`src/rtl/thermal_pkg.sv`:
```
// ----------------------------------------------------------------------------
// thermal_pkg
//   Shared definitions for the room thermal plant model, the AC controller
//   that drives it and the benches around them.
//   - temp_t        : 5-bit unsigned room temperature
//   - TEMP_MAX/MIN  : saturation limits of temp_t
//   - mode_e        : actuator mode sampled from heating/cooling
//   - PRESC_W       : width of the rate prescaler counter
//   - decode_mode   : maps the two actuator requests onto mode_e
// ----------------------------------------------------------------------------
package thermal_pkg;

    localparam int TEMP_W  = 5;
    localparam int PRESC_W = 8;

    typedef logic [TEMP_W-1:0] temp_t;

    localparam temp_t TEMP_MAX = 5'd31;
    localparam temp_t TEMP_MIN = 5'd0;

    typedef enum logic [1:0] {
        IDLE  = 2'd0,
        HEAT  = 2'd1,
        COOL  = 2'd2,
        FAULT = 2'd3
    } mode_e;

    function automatic mode_e decode_mode(input logic heating, input logic cooling);
        mode_e m;
        case ({heating, cooling})
            2'b10:   m = HEAT;
            2'b01:   m = COOL;
            2'b11:   m = FAULT;
            default: m = IDLE;
        endcase
        return m;
    endfunction

endpackage

```
`src/rtl/thermal_prescaler.sv`:
```
// ----------------------------------------------------------------------------
// thermal_prescaler
//   Rate divider for the thermal model. Counts edges and raises tick for
//   the single cycle in which the count sits at div-1; the count wraps to 0
//   on that edge. restart and hold both clear the count without ticking,
//   so any partial count is discarded.
//   Ports:
//     clk      in  : clock, posedge
//     rst_n    in  : synchronous active-low reset
//     restart  in  : mode changed this cycle, clear count
//     hold     in  : actuators in conflict, keep count at 0
//     div[7:0] in  : cycles per tick, 1..255
//     tick     out : one-cycle step enable
// ----------------------------------------------------------------------------
module thermal_prescaler
    import thermal_pkg::*;
(
    input  logic               clk,
    input  logic               rst_n,
    input  logic               restart,
    input  logic               hold,
    input  logic [PRESC_W-1:0] div,
    output logic               tick
);

    logic [PRESC_W-1:0] cnt_q;
    logic [PRESC_W-1:0] cnt_d;
    logic [PRESC_W-1:0] term;

    always_comb begin
        term  = div - 8'd1;
        tick  = 1'b0;
        cnt_d = cnt_q + 8'd1;
        if (restart || hold) begin
            cnt_d = '0;
        end else if (cnt_q == term) begin
            cnt_d = '0;
            tick  = 1'b1;
        end
    end

    always_ff @(posedge clk) begin
        if (!rst_n) begin
            cnt_q <= '0;
        end else begin
            cnt_q <= cnt_d;
        end
    end

endmodule

```
`config.mk`:
```
export PLATFORM = sky130hd
export DESIGN_NAME = thermal_prescaler
export DESIGN_NICKNAME = d
export VERILOG_FILES = /design/src/rtl/thermal_pkg.sv /design/src/rtl/thermal_prescaler.sv
export SDC_FILE = /design/constraint.sdc
export NUM_CORES = 1
export LEC_CHECK = 0
export ABC_AREA = 1
export BUFFER_PORTS_ARGS = -buffer_cell sky130_fd_sc_hd__buf_2
export CAP_MARGIN = 10
export CORE_AREA = 4 4 41 43
export CTS_BUF_LIST = sky130_fd_sc_hd__clkbuf_16
export CTS_CLUSTER_SIZE = 20
export DETAILED_ROUTE_END_ITERATION = 8
export DIE_AREA = 0 0 45 47
export PLACE_DENSITY = 0.72
export REMOVE_ABC_BUFFERS = 1
export SETUP_SLACK_MARGIN = 0.05
export SYNTH_ARGS = -nofsm -noshare
export SYNTH_HDL_FRONTEND = slang
export SYNTH_SLANG_ARGS = --single-unit
```
`constraint.sdc`:
```
create_clock -name clk -period 2.1 [get_ports clk]
set_input_delay 0.42 -clock clk [delete_from_list [all_inputs] [get_ports clk]]
set_output_delay 0.42 -clock clk [all_outputs]
set_load 0.01 [all_outputs]
```
# Word level (Yosys, flattened, before mapping)
# Index checks and enable logic that the tools add are counted.
# totals
regBits	8
in_bits	12
# classes
muxes	2
n_eq_ne	1
n_addsub	2
bitwise_logic	1
reduce_logical	2
# op_table
operator	n
$add 8x1->8 const B	1
$eq 8x8->1	1
$sub 8x1->8 const B	1
$reduce_or 3->1	1
$mux 1	2
$logic_or 1x1->1	1
$not 1->1	1

# Logic depth before layout (Yosys ltp)
# depth
ltp_word	4
depth_mapped	12

# Least setup slack after synthesis
# Ideal clock, no wire load.
# synth_timing
path_kind	input-to-output
start	input port div[0]
end	output port tick
path_stages	11
required_ns	1.680
arrival_time_ns	1.457
slack_ns	0.223
path_cell_list	inv_1 ha_1 nand2_1 inv_1 nor2_1 nand2_1 nor2_1 nand2_1 nor2_1 nand2_2 nor2_1
# synth_via
elab_chain_len	4
# synth_lines
item	line	text
start: declaration	thermal_prescaler.sv:22	input logic [PRESC_W-1:0] div,
$sub 8x1->8	thermal_prescaler.sv:31	term = div - 8'd1;
$eq 8x8->1	thermal_prescaler.sv:36	end else if (cnt_q == term) begin
$mux 1	thermal_prescaler.sv:36	
$mux 1	thermal_prescaler.sv:34	if (restart || hold) begin
end: declaration	thermal_prescaler.sv:23	output logic tick
# No other way between the ends.

# Worst setup path after layout
# layout_timing
start	input port div[1]
end	output port tick
# The elaborated chain is that of the path after synthesis.

==> results.md <==
* Max reg flops at 8
* Drt total wl at approximately 1400 um
* First-pass GRT wire length at ~2400 um
* Largest cells by area after synthesis: dfxtp_1 (25%), nand2_1 (19%), nor2_1 (12%)
* Hold Vio Cnt, Final at 0
* Routed Antenna Nets at 0
* Clock slew seen by the registers of the worst setup and hold paths at approximately 0.030 ns
* Reg2reg path depth at 10
* Hold Slack at around 0.47 ns
* Pins Over Slew Limit at 0
* Cell breakdown of the critical path: buf_6 -> inv_4 -> ha_4 -> nand2_2 -> inv_2 -> nor2_2 -> nand2_1 -> nor2_1 -> nand2_1 -> nor2_2 -> nand2_2 -> nor2_1 -> buf_2
* Worst Hold Class: reg2reg
* Worst path buffer plus inverter count at 4
* CTS Buf Count at 3
* Deepest clock path buffer count at 2
* Setup CP Type: in2out
* Min-Delay Endpoint: cnt_q[0]
* Relative slew slack at between 80% and 90%
* Pin count of the biggest net entering global routing at 9
* Initial antenna violation count at 0
* GR Util All Layers at between 10% and 20%
* Leakage Power at between 0.4 and 0.5 nW
* Sequential area share after synthesis at between 20% and 30%
* Starting DRT DRC Count at 10
* Die ar. at about 0.0021 mm^2
* Outcome: completed
* Finish-stage setup viols at 0
* Netlist Area Pre-Place at between 600 and 700 um^2
* Post-detail-place hpwl at 1040 um
* Reg-to-Reg End: cnt_q[4]
* Critical Path RT at roughly 1.7 ns
* Largest regs: cnt_q x8
* # diodes at 0
* Starting Density at between 40% and 50%
* Yosys reg bits at 8
* CTS sink cnt at 8
* Die width at between 40 and 50 um
* Most flops, register: cnt_q
* Worst endpoint data arrival time at 1.55 ns
* Total vias in the final route at slightly below 700
* Cell count after synthesis at roughly 110
* Rows at 13
* Total number of yosys warnings at 0
* CTS tree: built
* CP startpoint kind: input port
* Crit path max-delay cell type: ha_4
* Area share of the largest cell type after synthesis at roughly a quarter
* IO Pins at 13
* CP endpoint kind: primary output
* Vias in the first global route at 601
* Final min period at ~2.0 ns
* Worst r2r src: cnt_q[2]
* Final worst-path cycle share at 94.0%
* Global placement routability congestion at a little over 0.8
* Fin Setup TNS at 0 ns
* DRT Pass-1 Iters at 4
* Hold Crit Start: cnt_q[0]
* Routed WL per cell at around 9.6 um
* IO buf count at 12
* Synth cell types at 16
* Most common cell after layout, fill and taps aside: nand2_1
* Hold path cells at 1
* Synth area leader: dfxtp_1
* Vias per inst at between 4 and 5
* Maximum vdd drop at ~0.55 mV
* Nets@finish at 142
* Fin Clk Skew at ~0.00028 ns
* RSZ-0062 raised after global routing: yes
* Share of cells above drive strength 1 at 23.8%
* Tightest Pin Transition at ~0.21 ns
* Fillers at between 100 and 150
* Most frequent cells in the layout: nand2_1 (32), nor2_1 (18), inv_1 (15)
* Register-to-register setup slack at between 0.7 and 0.8 ns
* H-Tree Level Count at 1
* Pwr per Cell Area at roughly 630 mW/mm^2
* Hold Buf Count CTS at 0
* Core area at 0.00130 mm^2
* CP Max Fanout at 2
* Critical Path Start: div[1]
* Chip height at roughly 47 um
* Post-CTS Setup Inserts at 0
* Total grt overflow at 0
* Area Overhead vs Synth at 31.9%
* DRC Markers at 0
* Syn avg cell area at between 5 and 6 um^2
* Max cap viols at 0
* Family with the most delay on the worst path: simple AND/OR/NAND/NOR gates
* Worst-Skew Late Latency at 0.23 ns
* CTS root buf: clkbuf_16
* Crit-path max cell delay at about 0.2 ns
* Fmax at between 0.5 and 0.6 GHz
[what timing repair did]
action | CTS | global route
cloned | 0 | 0
pin swaps | 0 | 7
endpoints found under the hold margin | 0 | 0
endpoints found under the setup margin | 1 | 1
gates resized for setup | 1 | 11
[cell type report]
class | instances | area, um^2 | area share [%]
Clock buffer | 3 | 75.1 | 8.78
Inverter | 18 | 72.6 | 8.49
Multi-Input combinational cell | 83 | 440 | 51.5
Sequential cell | 8 | 160 | 18.7
Tap cell | 15 | 18.8 | 2.20
Timing Repair Buffer | 14 | 87.6 | 10.2
[cells by family (layout without fill, tap and decap cells)]
logic type | after synthesis | in the layout | share of synthesized area [%]
AO/OA/AOI/OAI | 1 | 1 | 0.771
XOR/XNOR | 9 | 9 | 12.2
adder cells (fa/ha/maj) | 2 | 2 | 3.86
buffers and inverters | 18 | 35 | 10.4
flip-flops | 8 | 8 | 24.7
AND/OR/NAND/NOR | 71 | 71 | 48.1
[metal layers]
metal	wire, um	vias up	global-route usage (%)
li1	-	366	-
met1	596	297	19.5
met2	667	9	24.3
met3	50	5	3.45
met4	38	0	12.3
met5	0	-	0
[cell usage after synthesis]
library cell,instances
xor2_1,6
ha_1,2
nor3_1,1
nand3_2,1
xnor2_1,3
nand3_1,11
nand2_1,33
dfxtp_1,8
or2_2,1
nor2_1,20
nand2_2,1
nor3b_2,1
inv_1,18
nand2_4,1
o21ai_1,1
nor2_2,1
[power by group]
group | switching [mW] | internal, mW | total, mW
registers | 0.00125 | 0.154 | 0.155
clock network | 0.0670 | 0.245 | 0.312
logic | 0.0386 | 0.0317 | 0.0703
total | 0.107 | 0.430 | 0.537
[stage by stage]
step	utilization, %	worst slack (ns)	instances	instance area, um^2	power [mW]
2_1_floorplan	-	0.223	109	648	0.196
3_3_place_gp	57.0	0.0791	138	742	0.216
3_5_place_dp	57.0	0.0384	138	742	0.218
4_1_cts	63.0	0.0504	141	820	0.536
5_1_grt	65.7	0.00803	141	855	0.568
6_report	65.7	0.126	141	855	0.537
[worst max-delay path by stage]
stage / end / depth (start not counted)
floorplan: tick / 11
global placement: tick / 12
detailed placement: tick / 12
CTS: tick / 13
global route: tick / 13
finish: tick / 13
Power figures use the tool's default switching activity.
